<file path="config.mk">
export PLATFORM = sky130hd
export DESIGN_NAME = branch_hazard_ctrl_flat
export DESIGN_NICKNAME = d
export VERILOG_FILES = /design/src/rtl/branch_hazard_ctrl_if.sv /design/src/rtl/branch_hazard_ctrl.sv /design/src/flat_wrapper.sv
export SDC_FILE = /design/constraint.sdc
export NUM_CORES = 1
export LEC_CHECK = 0
export BUFFER_PORTS_ARGS = -buffer_cell sky130_fd_sc_hd__buf_2
export CAP_MARGIN = 20
export CELL_PAD_IN_SITES_DETAIL_PLACEMENT = 0
export CELL_PAD_IN_SITES_GLOBAL_PLACEMENT = 2
export CORE_ASPECT_RATIO = 1.2
export CORE_MARGIN = 4
export CORE_UTILIZATION = 33
export CTS_CLUSTER_SIZE = 24
export DETAILED_ROUTE_END_ITERATION = 12
export HOLD_SLACK_MARGIN = 0.12
export PLACE_DENSITY = 0.86
export SETUP_SLACK_MARGIN = 0.15
export SYNTH_ARGS = -nofsm -noshare
export SYNTH_HDL_FRONTEND = slang
export SYNTH_SLANG_ARGS = --single-unit
</file>
<file path="constraint.sdc">
create_clock -name clk -period 4.2 [get_ports clk]
set_input_delay 1.05 -clock clk [delete_from_list [all_inputs] [get_ports clk]]
set_output_delay 1.05 -clock clk [all_outputs]
set_load 0.01 [all_outputs]
</file>
<file path="src/rtl/branch_hazard_ctrl_if.sv">
// Pipeline-facing bundle between the ID-stage branch unit and the hazard controller:
// decode/forwarding inputs in one direction, front-end steering controls in the other.
interface branch_hazard_ctrl_if;
  logic [2:0] id_branch;
  logic [4:0] id_rs;
  logic [4:0] id_rt;
  logic       ex_reg_write;
  logic       ex_mem_read;
  logic [4:0] ex_rd;
  logic       mem_mem_read;
  logic [4:0] mem_rd;
  logic       branch_taken;
  logic       pc_stall;
  logic       ifid_stall;
  logic       idex_bubble;
  logic       ifid_flush;
  logic       pc_redirect;

  modport master (
    output id_branch, id_rs, id_rt, ex_reg_write, ex_mem_read, ex_rd,
           mem_mem_read, mem_rd, branch_taken,
    input  pc_stall, ifid_stall, idex_bubble, ifid_flush, pc_redirect
  );

  modport slave (
    input  id_branch, id_rs, id_rt, ex_reg_write, ex_mem_read, ex_rd,
           mem_mem_read, mem_rd, branch_taken,
    output pc_stall, ifid_stall, idex_bubble, ifid_flush, pc_redirect
  );
endinterface

</file>
<file path="src/rtl/branch_hazard_ctrl.sv">
// ID-stage branch hazard sequencer: stalls until branch sources are available,
// redirects and flushes on taken branches, and keeps saturating branch statistics.
module branch_hazard_ctrl #(
  parameter int unsigned FLUSH_CYCLES = 1,
  parameter int unsigned COUNT_W      = 32
) (
  input  logic                 clk,
  input  logic                 rst,
  branch_hazard_ctrl_if.slave  bus,
  input  logic                 stats_clr,
  output logic                 busy,
  output logic [COUNT_W-1:0]   branch_count,
  output logic [COUNT_W-1:0]   taken_count,
  output logic [COUNT_W-1:0]   stall_count
);

  localparam logic [1:0] ST_IDLE  = 2'd0;
  localparam logic [1:0] ST_STALL = 2'd1;
  localparam logic [1:0] ST_FLUSH = 2'd2;

  localparam bit         MULTI_FLUSH = (FLUSH_CYCLES > 1);
  localparam logic [2:0] FLUSH_LOAD  = 3'((FLUSH_CYCLES >= 2) ? (FLUSH_CYCLES - 2) : 0);

  function automatic logic [COUNT_W-1:0] sat_inc(input logic [COUNT_W-1:0] v);
    if (&v) begin
      return v;
    end else begin
      return v + {{(COUNT_W-1){1'b0}}, 1'b1};
    end
  endfunction

  logic [1:0] state_q, state_d;
  logic [1:0] stall_cnt_q, stall_cnt_d;
  logic [2:0] flush_cnt_q, flush_cnt_d;

  logic       valid_s;
  logic       uses_rt_s;
  logic       ex_hit_s;
  logic       mem_hit_s;
  logic [1:0] need_s;

  logic       stall_s;
  logic       flush_s;
  logic       redirect_s;
  logic       resolve_s;

  // Branch-code decode: which codes are real branches and which read rt.
  always_comb begin
    valid_s   = 1'b0;
    uses_rt_s = 1'b0;
    case (bus.id_branch)
      3'd1, 3'd2: begin
        valid_s   = 1'b1;
        uses_rt_s = 1'b1;
      end
      3'd3, 3'd4, 3'd5, 3'd6: begin
        valid_s   = 1'b1;
        uses_rt_s = 1'b0;
      end
      default: begin
        valid_s   = 1'b0;
        uses_rt_s = 1'b0;
      end
    endcase
  end

  // Source-register match against EX/MEM producers; $0 is hard-wired and never pending.
  always_comb begin
    ex_hit_s  = ((bus.id_rs != 5'd0) && (bus.id_rs == bus.ex_rd)) ||
                (uses_rt_s && (bus.id_rt != 5'd0) && (bus.id_rt == bus.ex_rd));
    mem_hit_s = ((bus.id_rs != 5'd0) && (bus.id_rs == bus.mem_rd)) ||
                (uses_rt_s && (bus.id_rt != 5'd0) && (bus.id_rt == bus.mem_rd));
    if (ex_hit_s && bus.ex_mem_read) begin
      need_s = 2'd2;
    end else if ((ex_hit_s && bus.ex_reg_write) || (mem_hit_s && bus.mem_mem_read)) begin
      need_s = 2'd1;
    end else begin
      need_s = 2'd0;
    end
  end

  // Next-state and output decode; branch_taken only matters in a hazard-free IDLE cycle.
  always_comb begin
    state_d     = state_q;
    stall_cnt_d = stall_cnt_q;
    flush_cnt_d = flush_cnt_q;
    stall_s     = 1'b0;
    flush_s     = 1'b0;
    redirect_s  = 1'b0;
    resolve_s   = 1'b0;
    case (state_q)
      ST_IDLE: begin
        if (valid_s && (need_s != 2'd0)) begin
          stall_s     = 1'b1;
          stall_cnt_d = need_s - 2'd1;
          if (need_s > 2'd1) begin
            state_d = ST_STALL;
          end else begin
            state_d = ST_IDLE;
          end
        end else if (valid_s) begin
          resolve_s = 1'b1;
          if (bus.branch_taken) begin
            redirect_s = 1'b1;
            flush_s    = 1'b1;
            if (MULTI_FLUSH) begin
              flush_cnt_d = FLUSH_LOAD;
              state_d     = ST_FLUSH;
            end else begin
              state_d = ST_IDLE;
            end
          end else begin
            state_d = ST_IDLE;
          end
        end else begin
          state_d = ST_IDLE;
        end
      end
      ST_STALL: begin
        stall_s     = 1'b1;
        stall_cnt_d = stall_cnt_q - 2'd1;
        if (stall_cnt_q <= 2'd1) begin
          state_d = ST_IDLE;
        end else begin
          state_d = ST_STALL;
        end
      end
      ST_FLUSH: begin
        flush_s = 1'b1;
        if (flush_cnt_q == 3'd0) begin
          state_d = ST_IDLE;
        end else begin
          flush_cnt_d = flush_cnt_q - 3'd1;
          state_d     = ST_FLUSH;
        end
      end
      default: begin
        state_d     = ST_IDLE;
        stall_cnt_d = 2'd0;
        flush_cnt_d = 3'd0;
      end
    endcase
  end

  // FSM state and down-counters.
  always_ff @(posedge clk or posedge rst) begin
    if (rst) begin
      state_q     <= ST_IDLE;
      stall_cnt_q <= 2'd0;
      flush_cnt_q <= 3'd0;
    end else begin
      state_q     <= state_d;
      stall_cnt_q <= stall_cnt_d;
      flush_cnt_q <= flush_cnt_d;
    end
  end

  // Statistics counters; a clear wins over any event in the same cycle.
  always_ff @(posedge clk or posedge rst) begin
    if (rst) begin
      branch_count <= {COUNT_W{1'b0}};
      taken_count  <= {COUNT_W{1'b0}};
      stall_count  <= {COUNT_W{1'b0}};
    end else if (stats_clr) begin
      branch_count <= {COUNT_W{1'b0}};
      taken_count  <= {COUNT_W{1'b0}};
      stall_count  <= {COUNT_W{1'b0}};
    end else begin
      if (resolve_s) begin
        branch_count <= sat_inc(branch_count);
      end
      if (resolve_s && bus.branch_taken) begin
        taken_count <= sat_inc(taken_count);
      end
      if (stall_s) begin
        stall_count <= sat_inc(stall_count);
      end
    end
  end

  assign bus.pc_stall    = stall_s;
  assign bus.ifid_stall  = stall_s;
  assign bus.idex_bubble = stall_s;
  assign bus.ifid_flush  = flush_s;
  assign bus.pc_redirect = redirect_s;
  assign busy            = (state_q != ST_IDLE);

endmodule

</file>
<file path="src/flat_wrapper.sv">
// flat-port wrapper written by rule: the top's interface ports become plain ports
module branch_hazard_ctrl_flat 
#(
  parameter int unsigned FLUSH_CYCLES = 1,
  parameter int unsigned COUNT_W      = 32
)
  (clk, rst, stats_clr, busy, branch_count, taken_count, stall_count, bus_id_branch, bus_id_rs, bus_id_rt, bus_ex_reg_write, bus_ex_mem_read, bus_ex_rd, bus_mem_mem_read, bus_mem_rd, bus_branch_taken, bus_pc_stall, bus_ifid_stall, bus_idex_bubble, bus_ifid_flush, bus_pc_redirect);
  branch_hazard_ctrl_if bus_i ();
  input  logic clk;
  input  logic rst;
  input  logic stats_clr;
  output logic busy;
  output logic [COUNT_W-1:0] branch_count;
  output logic [COUNT_W-1:0] taken_count;
  output logic [COUNT_W-1:0] stall_count;
  input wire logic [$bits(bus_i.id_branch)-1:0] bus_id_branch;
  input wire logic [$bits(bus_i.id_rs)-1:0] bus_id_rs;
  input wire logic [$bits(bus_i.id_rt)-1:0] bus_id_rt;
  input wire logic [$bits(bus_i.ex_reg_write)-1:0] bus_ex_reg_write;
  input wire logic [$bits(bus_i.ex_mem_read)-1:0] bus_ex_mem_read;
  input wire logic [$bits(bus_i.ex_rd)-1:0] bus_ex_rd;
  input wire logic [$bits(bus_i.mem_mem_read)-1:0] bus_mem_mem_read;
  input wire logic [$bits(bus_i.mem_rd)-1:0] bus_mem_rd;
  input wire logic [$bits(bus_i.branch_taken)-1:0] bus_branch_taken;
  output wire logic [$bits(bus_i.pc_stall)-1:0] bus_pc_stall;
  output wire logic [$bits(bus_i.ifid_stall)-1:0] bus_ifid_stall;
  output wire logic [$bits(bus_i.idex_bubble)-1:0] bus_idex_bubble;
  output wire logic [$bits(bus_i.ifid_flush)-1:0] bus_ifid_flush;
  output wire logic [$bits(bus_i.pc_redirect)-1:0] bus_pc_redirect;
  assign bus_i.id_branch = bus_id_branch;
  assign bus_i.id_rs = bus_id_rs;
  assign bus_i.id_rt = bus_id_rt;
  assign bus_i.ex_reg_write = bus_ex_reg_write;
  assign bus_i.ex_mem_read = bus_ex_mem_read;
  assign bus_i.ex_rd = bus_ex_rd;
  assign bus_i.mem_mem_read = bus_mem_mem_read;
  assign bus_i.mem_rd = bus_mem_rd;
  assign bus_i.branch_taken = bus_branch_taken;
  assign bus_pc_stall = bus_i.pc_stall;
  assign bus_ifid_stall = bus_i.ifid_stall;
  assign bus_idex_bubble = bus_i.idex_bubble;
  assign bus_ifid_flush = bus_i.ifid_flush;
  assign bus_pc_redirect = bus_i.pc_redirect;
  branch_hazard_ctrl #(.FLUSH_CYCLES(FLUSH_CYCLES), .COUNT_W(COUNT_W)) u_core (.clk(clk), .rst(rst), .bus(bus_i), .stats_clr(stats_clr), .busy(busy), .branch_count(branch_count), .taken_count(taken_count), .stall_count(stall_count));
endmodule
</file>
==> impl_results.md, run 1 <==
* Post-synth top area share at 0.436
* Maximum VDD drop at 0.000170 V
* Die Ht at 155 um
* Leading area contributor after synthesis: dfrtp_1
* Grt total ovfl at 0
* H-tree lvl count at 3
* Hold EP: u_core.flush_cnt_q[1]
* Post-route setup TNS at 0 ns
* Clk pin slew, worst setup/hold paths at 0.07 ns
* Worst endpoint data arrival time at 2.71 ns
* Slew HR at 0.333
* Row cnt at 53
* Hold WS at 0.490 ns
* Initial Util at 0.337
* CP Launch Type: input port
* Clk buf depth at 2
* Main synth FF type: dfrtp_1
* Met3 Wirelength at 843 um
* DRT iter0 DRCs at 242
* Reg2reg path depth at 10
* Final clock period utilization by the worst path at 0.894
* Final #Nets at 815
* Min-Delay Startpoint: u_core.flush_cnt_q[1]
* Post-synthesis sequential area ratio at 0.436
* Total GRT Usage at 0.164
* Final setup fails at 0
* Max-slew violations at 0
* Design Power at 2.12 mW
* Vias in the first global route at 5316
* Netlist Area Pre-Place at 5910 um^2
* Syn. warnings at 0
* Antenna diode count at 0
* Max FO, Critical Path at 3
* Power per cell area at 298 nW/um^2
* Register bit total from synthesis at 103
* Fin crit period at 3.76 ns
* Number of buffers and inverters on the critical path at 2
* IO buf count at 131
* Core ar. at 17600 um^2
* Max Used Layer: met4
* Crit path cell chain: buf_2 -> or4_1 -> nor2_1 -> nor4_1 -> nor2_1 -> nand4_2 -> a21oi_1 -> buf_2
* EDFF count, synth at 0
* Final Hold Violating Endpoints at 0
* Fmax at 266 MHz
* Reg2reg start: u_core.branch_count[0]
* CP top delay family: simple AND/OR/NAND/NOR gates
* Top area cells in the synthesized netlist: dfrtp_1 44%, xnor2_1 11%, nor2_1 6.0%, nand3_1 3.6%, nand2_1 3.4%
* Wire per inst at 16.0 um
* Hold_buf cts at 0
* Post-cts resize count at 0
* Routed WL at 16.0 mm
* Max Cap Viol at 0
* Mapped Avg Cell Area at 9.03 um^2
* Crit path kind: input port to output pin
* Initial antenna violation count at 0
* Ports at 132
* Die width at 130 um
* Unrepaired setup endpoints after global routing: false
* CP peak stage delay at 0.51 ns
* Outcome: finished clean
* Global-route wire length before repair at 27.1 mm
* Clk_lat worst skew at 0.35 ns
* Post-route DRC at 0
* TritonCTS clock tree: built
* Syn nets at 691
* TritonCTS buffer count at 9
* HP Class: flop to flop
* Clock skew at 0.00882 ns
* Final ANT Viol Nets at 0
* Gp weighted congestion at 0.821
* RR Endpoint: u_core.branch_count[1]
* Leak at 3.14 nW
* WP data required at 3.15 ns
* Worst slew pin tran at 1.00 ns
* Slowest cell on crit path: or4_1
* Post-CTS Setup Bufs at 0
* Critical path capture point type: output pin
* Via count at 5240
* FFs w/ async S/R, synth at 1.00
* Detail Route met2 WL at 7.81 mm
* Commonest cells in the netlist: 103 x dfrtp_1, 94 x nor2_1, 74 x xnor2_1
* Syn-to-layout area delta at 20.4%
* Reg2Reg Setup Slack at 1.39 ns
* Largest net degree at the start of global routing at 55
* Share of layout cells above drive strength 1 at 0.227
* Root buffer cell: clkbuf_16
* Vias per inst at 5.22
* Clock Sinks at 103
* Die area at 20100 um^2
* Distinct cells, synth at 47
* WL met1 at 7.03 mm
* Hpwl dp at 11.6 mm
* Mapped Cells at 655
* Count leader, synth: dfrtp_1
* Hold path cells at 2
* DRT Pass-1 Iters at 5
[cell type report]
class	instances	area, um^2
clock inverters	4	70.1
inverters	21	81.3
repair buffers	142	751
multi-input cells	502	3120
well taps	220	275
fillers	1785	10500
clock buffers	11	243
flip-flops and latches	103	2580
[power by group]
group          leakage, nW  switching [mW]  internal, mW
Combinational         1.55           0.127        0.0659
Sequential            1.43          0.0151          1.01
Clock                0.155           0.373         0.534
[cells by family (layout without fill, tap and decap cells)]
kind of cell	Yosys count	after routing	share of synthesized area
AO/OA/AOI/OAI	65	65	0.0812
buffers and inverters	50	178	0.0362
flip-flops	103	103	0.436
multiplexers	6	6	0.0110
adder cells (fa/ha/maj)	6	6	0.0127
AND/OR/NAND/NOR	335	335	0.290
XOR/XNOR	90	90	0.133
[worst min-delay path: stages (launching register included)]
cell and delay [ns]:
dfrtp_1 0.34, nand2_1 0.05, o21ai_0 0.06
[registers in the layout (all words and copies together) (netlist names)]
register             cells
u_core.flush_cnt_q       3
u_core.branch_count     32
u_core.stall_count      32
u_core.taken_count      32
u_core.state_q           2
u_core.stall_cnt_q       2
[worst max-delay path by stage]
stage | slack, ns | endpoint | cells after the start | startpoint
global route | 0.27 | bus_ifid_flush | 8 | bus_id_rs[3]
floorplan | 0.42 | bus_ifid_flush | 8 | bus_id_rs[3]
finish | 0.44 | bus_ifid_flush | 8 | bus_id_rs[3]
CTS | 0.42 | bus_ifid_flush | 8 | bus_id_rs[3]
detailed placement | 0.42 | bus_ifid_flush | 8 | bus_id_rs[3]
global placement | 0.47 | bus_ifid_flush | 8 | bus_id_rs[3]
[per-layer routing]
layer | GRT usage | vias up
met3 | 0.0352 | 26
met5 | 0 | -
met2 | 0.271 | 125
met1 | 0.211 | 2542
met4 | 0.0574 | 0
li1 | - | 2547
[metrics by stage]
stage / cell area (um^2) / util / setup WS [ns] / instances
4_1_cts: 7120 / 0.405 / 0.418 / 1003
6_report: 7120 / 0.405 / 0.444 / 1003
3_3_place_gp: 6810 / 0.387 / 0.465 / 988
2_1_floorplan: 5910 / - / 0.417 / 655
3_5_place_dp: 6810 / 0.387 / 0.417 / 988
5_1_grt: 7120 / 0.405 / 0.267 / 1003
[cell usage in the layout (no fill, tap or decap), types with 3 or more instances in the layout]
cell       instances
ha_1               6
a211oi_1           5
xnor2_1           74
and4_1             7
buf_4             10
o31ai_1            4
nor4_1            19
and3_1            17
a21oi_1           21
nand3_1           42
clkbuf_16          9
nor2b_1            6
nand2_1           54
nor4b_1            4
buf_2            131
nor3_1            36
o21ai_0           18
or3_1             11
nand3b_1           3
nor2_1            94
inv_1             20
nand4_1           22
dfrtp_1          103
a21o_1             3
mux2_2             4
or2_2              3
xor2_1            16
or4_1              7
Note: power is estimated with default switching activity, not from simulation.
==> run 2: changes to the inputs <==
==> constraint.sdc (replaced) <==
create_clock -name clk -period 4.03 [get_ports clk]
set_input_delay 1.0075 -clock clk [delete_from_list [all_inputs] [get_ports clk]]
set_output_delay 1.0075 -clock clk [all_outputs]
set_load 0.01 [all_outputs]
==> run 2 against run 1 <==
  * Critical path depth did not move
  * Register-to-register slack lost 0.25 ns
  * Largest power group unchanged
  * Die area is the same
  * Worst hold slack improved by 0.0095 ns
  * Global-route usage up 0.15 points
  * Sequential share of layout area is 0.15 points higher
  * Critical endpoint unchanged
==> impl_results.md, run 2 (synthesized netlist as in run 1, its figures left out) <==
* Clock Sinks at 103
* Power per cell area at 296 nW/um^2
* Share of layout cells above drive strength 1 at 0.231
* Share of power burned in combinational logic at 0.096
* Biggest regs: u_core.branch_count (32), u_core.stall_count (32), u_core.taken_count (32)
* Max FO, Critical Path at 3
* Hold EP: u_core.flush_cnt_q[2]
* Max-slew violations at 0
* Post-route setup TNS at 0 ns
* Grt total ovfl at 0
* Initial antenna violation count at 0
* Ports at 132
* Final Instance Area at 7090 um^2
* RR Endpoint: u_core.branch_count[1]
* Crit path cell chain: buf_2 -> or4_1 -> nor2_1 -> nor4_1 -> nor2_1 -> nand4_2 -> a21oi_1 -> buf_2
* Sw Share at 0.266
* Max Cap Viol at 0
* Initial Util at 0.337
* Maximum VDD drop at 0.000170 V
* Worst endpoint data arrival time at 2.63 ns
* Outcome: finished clean
* DRT iter0 DRCs at 309
* Power share of the clock group at 0.395
* Reg2Reg Setup Slack at 1.14 ns
* TritonCTS buffer count at 9
* Row cnt at 53
* Crit path kind: input port to output pin
* Largest net degree at the start of global routing at 60
* CP peak stage delay at 0.51 ns
* Routed WL at 16.3 mm
* Root buffer cell: clkbuf_16
* Final ANT Viol Nets at 0
* Fin crit period at 3.64 ns
* Crit path from: bus_id_rs[3]
* Die Ht at 155 um
* Reg2reg path depth at 9
* DRT Pass-1 Iters at 4
* Placed cell count at 989
* Clock skew at 0.0104 ns
* H-tree lvl count at 3
* Post-route DRC at 0
* Post-cts resize count at 0
* Hold_buf cts at 0
* Final Hold Violating Endpoints at 0
* Antenna diode count at 0
* Post-DP Area at 6820 um^2
* Clk buf depth at 2
* HP Class: flop to flop
* Fill cells at 1774
* Die area at 20100 um^2
* Min-Delay Startpoint: u_core.flush_cnt_q[2]
* Unrepaired setup endpoints after global routing: false
* Register share of total power at 0.509
* Leak at 3.12 nW
* Slowest cell on crit path: or4_1
* Gp weighted congestion at 0.833
* Vias per inst at 5.24
* Reg2reg start: u_core.branch_count[3]
* Syn-to-layout area delta at 19.9%
* Hold path cells at 1
* Final #Nets at 816
* Final clock period utilization by the worst path at 0.902
* Hpwl dp at 11.9 mm
* Total GRT Usage at 0.165
* Clk pin slew, worst setup/hold paths at 0.07 ns
* Core ar. at 17600 um^2
* TritonCTS clock tree: built
* Wire per inst at 16.2 um
* Fmax at 275 MHz
* Internal Power at 1.54 mW
* CP Launch Type: input port
* Die width at 130 um
* IO buf count at 131
* WP data required at 3.02 ns
* Critical path capture point type: output pin
* Switch Pwr at 0.558 mW
* Post-CTS Setup Bufs at 0
* Final setup fails at 0
* Commonest non-fill, non-tap cell in the layout: buf_2
* Worst slew pin tran at 0.810 ns
* Global-route wire length before repair at 27.1 mm
* Slew HR at 0.460
* Clk_lat worst skew at 0.36 ns
* Vias in the first global route at 5322
* Via count at 5267
* Non-filler cells, final at 1005
* Commonest non-fill, non-tap cells in the layout: 131 x buf_2, 103 x dfrtp_1, 94 x nor2_1
[run 2: through the flow]
step / hold slack, ns / utilization / setup slack [ns] / total power, mW
3_5_place_dp: 0.487 / 0.388 / 0.360 / 1.29
4_1_cts: 0.504 / 0.403 / 0.363 / 2.13
6_report: 0.500 / 0.403 / 0.394 / 2.10
5_1_grt: 0.536 / 0.403 / 0.231 / 2.19
2_1_floorplan: 0.448 / - / 0.319 / 1.21
3_3_place_gp: 0.467 / 0.388 / 0.392 / 1.28
[run 2: how the worst max path moves through the flow]
stage	to	slack, ns	cells past startpoint
final	bus_ifid_flush	0.39	8
after floorplan	u_core.branch_count[0]	0.32	1
after global routing	bus_ifid_flush	0.23	8
after detailed placement	bus_ifid_flush	0.36	8
after CTS	bus_ifid_flush	0.36	8
after global placement	bus_ifid_flush	0.39	8
[run 2: layout make-up]
class                      instances  area, um^2  area share
inverter                          21        81.3      0.0115
clock buffer                       9         225      0.0318
sequential                       103        2580       0.364
tap                              220         275      0.0388
clock inverter                     7        50.0     0.00706
timing repair buffer             143         758       0.107
multi-input combinational        502        3120       0.440
[run 2: metal layers]
| layer | global-route usage | wire, um | up-vias |
|---|---|---|---|
| met2 | 0.280 | 8120 | 142 |
| met1 | 0.203 | 6900 | 2555 |
| met4 | 0.0653 | 360 | 0 |
| met5 | 0 | 0 | - |
| li1 | - | - | 2548 |
| met3 | 0.0366 | 908 | 22 |
[run 2: critical path: cells and delay by family]
family	cells	cell delay, ns
simple gates	5	1.17
buf+inv	2	0.27
compound gates	1	0.18
[run 2: power by group through the flow]
stage | Sequential [mW] | Clock (mW) | Combinational, mW
2_1_floorplan | 1.09 | 0 | 0.126
3_3_place_gp | 1.08 | 0 | 0.200
3_5_place_dp | 1.09 | 0 | 0.206
4_1_cts | 1.07 | 0.857 | 0.206
5_1_grt | 1.07 | 0.896 | 0.227
6_report | 1.07 | 0.828 | 0.202
